$ cat src/rtl/button_press_fsm_pkg.sv
// btn_pkg: shared FSM states, default timing constants and counter width helper
package btn_pkg;
    typedef enum logic [1:0] {IDLE, PRESS_WAIT, PRESSED, RELEASE_WAIT} btn_state_t;
    localparam int BTN_STABLE_DEF = 500000;
    localparam int BTN_LONG_DEF = 50000000;
    function automatic int cnt_w(input int n);
        return (n > 1) ? $clog2(n) : 1;
    endfunction
endpackage

$ cat src/rtl/button_press_fsm_if.sv
// button_press_fsm_if: synchronized button level in, debounced level and event strobes out
interface button_press_fsm_if;
    logic btn_sync;
    logic btn_level;
    logic press_pulse;
    logic release_pulse;
    logic long_pulse;
    modport master (output btn_sync, input btn_level, press_pulse, release_pulse, long_pulse);
    modport slave (input btn_sync, output btn_level, press_pulse, release_pulse, long_pulse);
endinterface

$ cat src/rtl/button_press_fsm_dbnc_counter.sv
// dbnc_counter: saturating up-counter with sync clear and terminal-count flag at N-1
module dbnc_counter import btn_pkg::*; #(
    parameter int N = 1
) (
    input  logic clk,
    input  logic rst_n,
    input  logic clr_i,
    input  logic en_i,
    output logic tc_o
);
    localparam int W = cnt_w(N);
    logic [W-1:0] cnt_q, cnt_d;
    assign tc_o = cnt_q == W'(N - 1);
    always_comb cnt_d = clr_i ? '0 : (en_i && !tc_o) ? cnt_q + 1'b1 : cnt_q;
    always_ff @(posedge clk) cnt_q <= !rst_n ? '0 : cnt_d;
endmodule

$ cat src/rtl/button_press_fsm.sv
// button_press_fsm: counter debounce with registered press/release/long-press strobes
// Long-press logic exists only when BTN_LONG_PRESS_EN is defined; otherwise long_pulse is 0.
module button_press_fsm import btn_pkg::*; #(
    parameter int STABLE_CYCLES = BTN_STABLE_DEF,
    parameter int LONG_CYCLES = BTN_LONG_DEF,
    parameter bit ACTIVE_LOW = 1'b1
) (
    input logic clk,
    input logic rst_n,
    button_press_fsm_if.slave bus
);
    btn_state_t state_q, state_d;
    logic pressed, stab_tc;
    logic level_d, press_d, release_d, long_d;
    logic level_q, press_q, release_q, long_q;
    assign pressed = bus.btn_sync ^ ACTIVE_LOW;
    always_comb begin
        state_d = state_q;
        case (state_q)
            IDLE:         state_d = pressed ? PRESS_WAIT : IDLE;
            PRESS_WAIT:   state_d = !pressed ? IDLE : stab_tc ? PRESSED : PRESS_WAIT;
            PRESSED:      state_d = pressed ? PRESSED : RELEASE_WAIT;
            RELEASE_WAIT: state_d = pressed ? PRESSED : stab_tc ? IDLE : RELEASE_WAIT;
            default:      state_d = IDLE;
        endcase
        press_d = state_q == PRESS_WAIT && state_d == PRESSED;
        release_d = state_q == RELEASE_WAIT && state_d == IDLE;
        level_d = state_d == PRESSED || state_d == RELEASE_WAIT;
    end
    // the stability window restarts on every state change, so it never wraps
    dbnc_counter #(.N(STABLE_CYCLES)) u_stab (
        .clk, .rst_n,
        .clr_i(state_d != state_q),
        .en_i(state_q == PRESS_WAIT || state_q == RELEASE_WAIT),
        .tc_o(stab_tc)
    );
`ifdef BTN_LONG_PRESS_EN
    logic hold_tc, long_sent_q, long_sent_d;
    dbnc_counter #(.N(LONG_CYCLES)) u_hold (
        .clk, .rst_n,
        .clr_i(press_d),
        .en_i(state_q == PRESSED && pressed),
        .tc_o(hold_tc)
    );
    always_comb begin
        long_d = state_q == PRESSED && pressed && hold_tc && !long_sent_q;
        long_sent_d = (state_d == IDLE) ? 1'b0 : long_sent_q | long_d;
    end
    always_ff @(posedge clk) long_sent_q <= !rst_n ? 1'b0 : long_sent_d;
`else
    logic unused_long;
    assign unused_long = ^LONG_CYCLES;
    assign long_d = 1'b0;
`endif
    always_ff @(posedge clk) begin
        if (!rst_n) begin
            state_q <= IDLE;
            level_q <= 1'b0;
            press_q <= 1'b0;
            release_q <= 1'b0;
            long_q <= 1'b0;
        end else begin
            state_q <= state_d;
            level_q <= level_d;
            press_q <= press_d;
            release_q <= release_d;
            long_q <= long_d;
        end
    end
    assign bus.btn_level = level_q;
    assign bus.press_pulse = press_q;
    assign bus.release_pulse = release_q;
    assign bus.long_pulse = long_q;
endmodule

$ cat src/flat_wrapper.sv
// flat-port wrapper written by rule: the top's interface ports become plain ports
module button_press_fsm_flat import btn_pkg::*;
#(
    parameter int STABLE_CYCLES = BTN_STABLE_DEF,
    parameter int LONG_CYCLES = BTN_LONG_DEF,
    parameter bit ACTIVE_LOW = 1'b1
)
  (clk, rst_n, bus_btn_sync, bus_btn_level, bus_press_pulse, bus_release_pulse, bus_long_pulse);
  button_press_fsm_if bus_i ();
  input logic clk;
  input logic rst_n;
  input wire logic [$bits(bus_i.btn_sync)-1:0] bus_btn_sync;
  output wire logic [$bits(bus_i.btn_level)-1:0] bus_btn_level;
  output wire logic [$bits(bus_i.press_pulse)-1:0] bus_press_pulse;
  output wire logic [$bits(bus_i.release_pulse)-1:0] bus_release_pulse;
  output wire logic [$bits(bus_i.long_pulse)-1:0] bus_long_pulse;
  assign bus_i.btn_sync = bus_btn_sync;
  assign bus_btn_level = bus_i.btn_level;
  assign bus_press_pulse = bus_i.press_pulse;
  assign bus_release_pulse = bus_i.release_pulse;
  assign bus_long_pulse = bus_i.long_pulse;
  button_press_fsm #(.STABLE_CYCLES(STABLE_CYCLES), .LONG_CYCLES(LONG_CYCLES), .ACTIVE_LOW(ACTIVE_LOW)) u_core (.clk(clk), .rst_n(rst_n), .bus(bus_i));
endmodule
$ cat config.mk
export PLATFORM = sky130hd
export DESIGN_NAME = button_press_fsm_flat
export DESIGN_NICKNAME = d
export VERILOG_FILES = /design/src/rtl/button_press_fsm_pkg.sv /design/src/rtl/button_press_fsm_if.sv /design/src/rtl/button_press_fsm_dbnc_counter.sv /design/src/rtl/button_press_fsm.sv /design/src/flat_wrapper.sv
export SDC_FILE = /design/constraint.sdc
export NUM_CORES = 1
export LEC_CHECK = 0
export CORE_UTILIZATION = 45
export CTS_CLUSTER_SIZE = 12
export DETAILED_ROUTE_END_ITERATION = 8
export PLACE_DENSITY = 0.68
export SLEW_MARGIN = 20
export SYNTH_ARGS = -nofsm -noshare
export SYNTH_HDL_FRONTEND = slang
export SYNTH_SLANG_ARGS = --single-unit
export TNS_END_PERCENT = 5
$ cat constraint.sdc
create_clock -name clk -period 3.6 [get_ports clk]
set_input_delay 0.72 -clock clk [delete_from_list [all_inputs] [get_ports clk]]
set_output_delay 0.72 -clock clk [all_outputs]
set_load 0.01 [all_outputs]
==> impl_metrics.json <==
{
  "power.leakage_nw": 0.401,
  "min_path_type": "flop to flop",
  "globalplace.congestion": 0.862,
  "syn_area_per_cell_um2": 8.66,
  "viasPerCell": 6.30,
  "worstReg2RegStart": "u_core.u_stab.cnt_q[5]$_SDFFE_PP0P_",
  "final.setup.tns_ns": 0,
  "slew_violations": 0,
  "drc_errors": 0,
  "cp-end-kind": "flop",
  "slowest_stage": "o21ai_1",
  "fin_crit_sh_pct": 63.7,
  "drv_cap": 0,
  "p_sw_mw": 0.102,
  "synth_top_area_share_pct": 38.0,
  "antenna_cells": 0,
  "setup.worst_path.start": "u_core.u_stab.cnt_q[5]$_SDFFE_PP0P_",
  "cp_top_family": "simple AND/OR/NAND/NOR gates",
  "yosysMostFrequentCell": "dfxtp_1",
  "start_util_pct": 49.3,
  "syn_to_final_growth_pct": 9.00,
  "grt_first_pass_wirelength_um": 4620,
  "status": "finished clean",
  "drt_pass1_iterations": 4,
  "worstSetupPathType": "flop to flop",
  "pwr-share-comb_pct": 3.5,
  "yosys_most_used_dff": "dfxtp_1",
  "use_met3_pct": 2.46,
  "cts-root-buf": "clkbuf_4",
  "antenna_found_initial": 0,
  "clk_path_buf_depth": 2,
  "startpoint_type": "flop",
  "yosysTopAreaCell": "dfxtp_1",
  "required_ns": 3.80,
  "swShare_pct": 21.0,
  "cp_max_fo": 11,
  "slew_headroom_pct": 43.7,
  "dp_hpwl_um": 1910,
  "top_usage_layer": "met2",
  "grt_start_max_net_pins": 17,
  "finalSetupViolCount": 0,
  "wl_per_cell_um": 15.5,
  "dieArea_mm2": 0.00303,
  "fillers": 258,
  "tightest_slew_ns": 0.838,
  "rsz0062_at_grt": "false",
  "finalHoldViolations": 0,
  "vdd_drop_max_mv": 0.166,
  "cts_tree": "yes",
  "cts-hold-fix-buffers": 0,
  "syn_area_mm2": 0.00126,
  "cts_setup_buffers": 0,
  "vias": 1140,
  "synth_cell_types": 39,
  "fin_worst_skew_ns": 0.00110,
  "min_from": "u_core.u_stab.cnt_q[18]$_SDFFE_PP0P_",
  "nNetsFinal": 156,
  "synthArstFlopShare_pct": 0,
  "worstPathCellList": "nor4b_1 -> nand4_1 -> o21ai_1 -> nor2_1",
  "arrival_ns": 2.49,
  "fp.dieH_um": 55.0,
  "intPower_mw": 0.386,
  "fmax_ghz": 0.436,
  "synth_seq_cells": 24,
  "ys_warn_count": 0,
  "rows": 18,
  "grt-ovfl-total": 0,
  "synth-edff-count": 0,
  "drive_above_1_share_pct": 7.95,
  "p_per_area_mw_per_mm2": 354,
  "cts_sinks": 24,
  "routed_wl_um": 2800,
  "cp_slowest_stage_delay_ns": 0.83,
  "drtIter0Drc": 44,
  "core_mm2": 0.00257,
  "pwr-share-clk_pct": 41.2,
  "grtUsageMet1_pct": 31.0,
  "insertion_delay_ns": 0.32,
  "synthesis.nets": 150,
  "yosys-top-cells-count": "24 x dfxtp_1, 13 x nand2_1, 11 x a21oi_1, 9 x o21ai_0",
  "path_buf_inv": 0,
  "synthCells": 146,
  "min_period_ns": 2.29,
  "dieWidth_um": 55.0,
  "power_frac_seq_pct": 55.3,
  "use_met2_pct": 32.9,
  "grtUsageTotal_pct": 21.4,
  "cts_buffers": 3,
  "cts_resized": 0,
  "pin_count": 7,
  "port_buffers": 5,
  "grt_pass1_vias": 992,
  "yosysSeqAreaShare_pct": 38.0,
  "utilization_pct": 53.7,
  "synthTopCellsByArea": "dfxtp_1 38%, a21oi_1 4.4%, or4_1 4.2%",
  "clk_pin_slew_ns": 0.14,
  "htree_levels": 1,
  "ant_nets": 0
}
==> registers in the layout, indices dropped and copies added (netlist names) <==
signal / cells
u_core.u_stab.cnt_q: 19
u_core.state_q: 2
u_core.bus.btn_level: 1
u_core.bus.press_pulse: 1
u_core.bus.release_pulse: 1
==> layout make-up <==
cell class / count / area, um2 / area share [%]
Timing Repair Buffer: 6 / 57.6 / 4.17
Sequential cell: 24 / 480 / 34.8
Clock buffer: 3 / 22.5 / 1.63
Clock inverter: 1 / 30.0 / 2.18
Inverter: 7 / 26.3 / 1.91
Tap cell: 30 / 37.5 / 2.72
Multi-Input combinational cell: 110 / 724 / 52.5
==> final timing paths <==
check / end / slack, ns / cells past startpoint
setup reg to reg: u_core.u_stab.cnt_q[6]$_SDFFE_PP0P_ / 1.31 / 4
hold / removal: u_core.u_stab.cnt_q[18]$_SDFFE_PP0P_ / 0.51 / 2
hold reg to reg: u_core.u_stab.cnt_q[18]$_SDFFE_PP0P_ / 0.51 / 2
setup / recovery: u_core.u_stab.cnt_q[6]$_SDFFE_PP0P_ / 1.31 / 4
==> per-stage QoR <==
| step | setup slack [ns] | instance area, um2 | total power, mW | std cells | hold slack [ns] |
|---|---|---|---|---|---|
| finish | 1.31 | 1380 | 0.488 | 181 | 0.507 |
| global placement | 0.922 | 1330 | 0.292 | 177 | 0.478 |
| floorplan | 1.76 | 1260 | 0.287 | 146 | 0.456 |
| CTS | 1.35 | 1380 | 0.487 | 181 | 0.506 |
| detailed placement | 1.08 | 1330 | 0.293 | 177 | 0.487 |
| global route | 1.15 | 1380 | 0.504 | 181 | 0.555 |
==> tightest hold or removal path, stage by stage (launching register included) <==
cell,delay [ns]
dfxtp_1,0.36
o31ai_1,0.07
a21oi_1,0.05
==> kinds of logic after synthesis <==
group,count (synthesis),share of synthesized area (%)
AND/OR/NAND/NOR,65,32.8
AO/OA/AOI/OAI,35,17.3
flip-flops,24,38.0
buffers and inverters,12,4.75
XOR/XNOR,5,3.46
multiplexers,3,2.37
adder cells (fa/ha/maj),1,0.989
other,1,0.296
==> placed cells by master, fill, tap and decap left out, types with 6 or more instances in the layout <==
cell type  synthesis  final
dfxtp_1           24     24
nand2_1           13     13
a21oi_1           11     11
o21ai_0            9      8
nand4_1            7      7
inv_1              7      7
or4_1              7      7
nor2_1             6      6
==> power by group through the flow <==
stage / combinational [mW] / sequential, mW / clock [mW]
after CTS: 0.0169 / 0.270 / 0.200
after global placement: 0.0158 / 0.276 / 0
after global routing: 0.0188 / 0.271 / 0.214
after detailed placement: 0.0167 / 0.276 / 0
after floorplan: 0.0132 / 0.274 / 0
final: 0.0169 / 0.270 / 0.201
==> metal layers <==
layer | part of all wire (%) | up-vias
li1 | - | 560
met1 | 47 | 544
met2 | 48 | 32
met3 | 4.4 | 4
met4 | 0.89 | 0
met5 | 0 | -
Note: power is estimated with default switching activity, not from simulation.
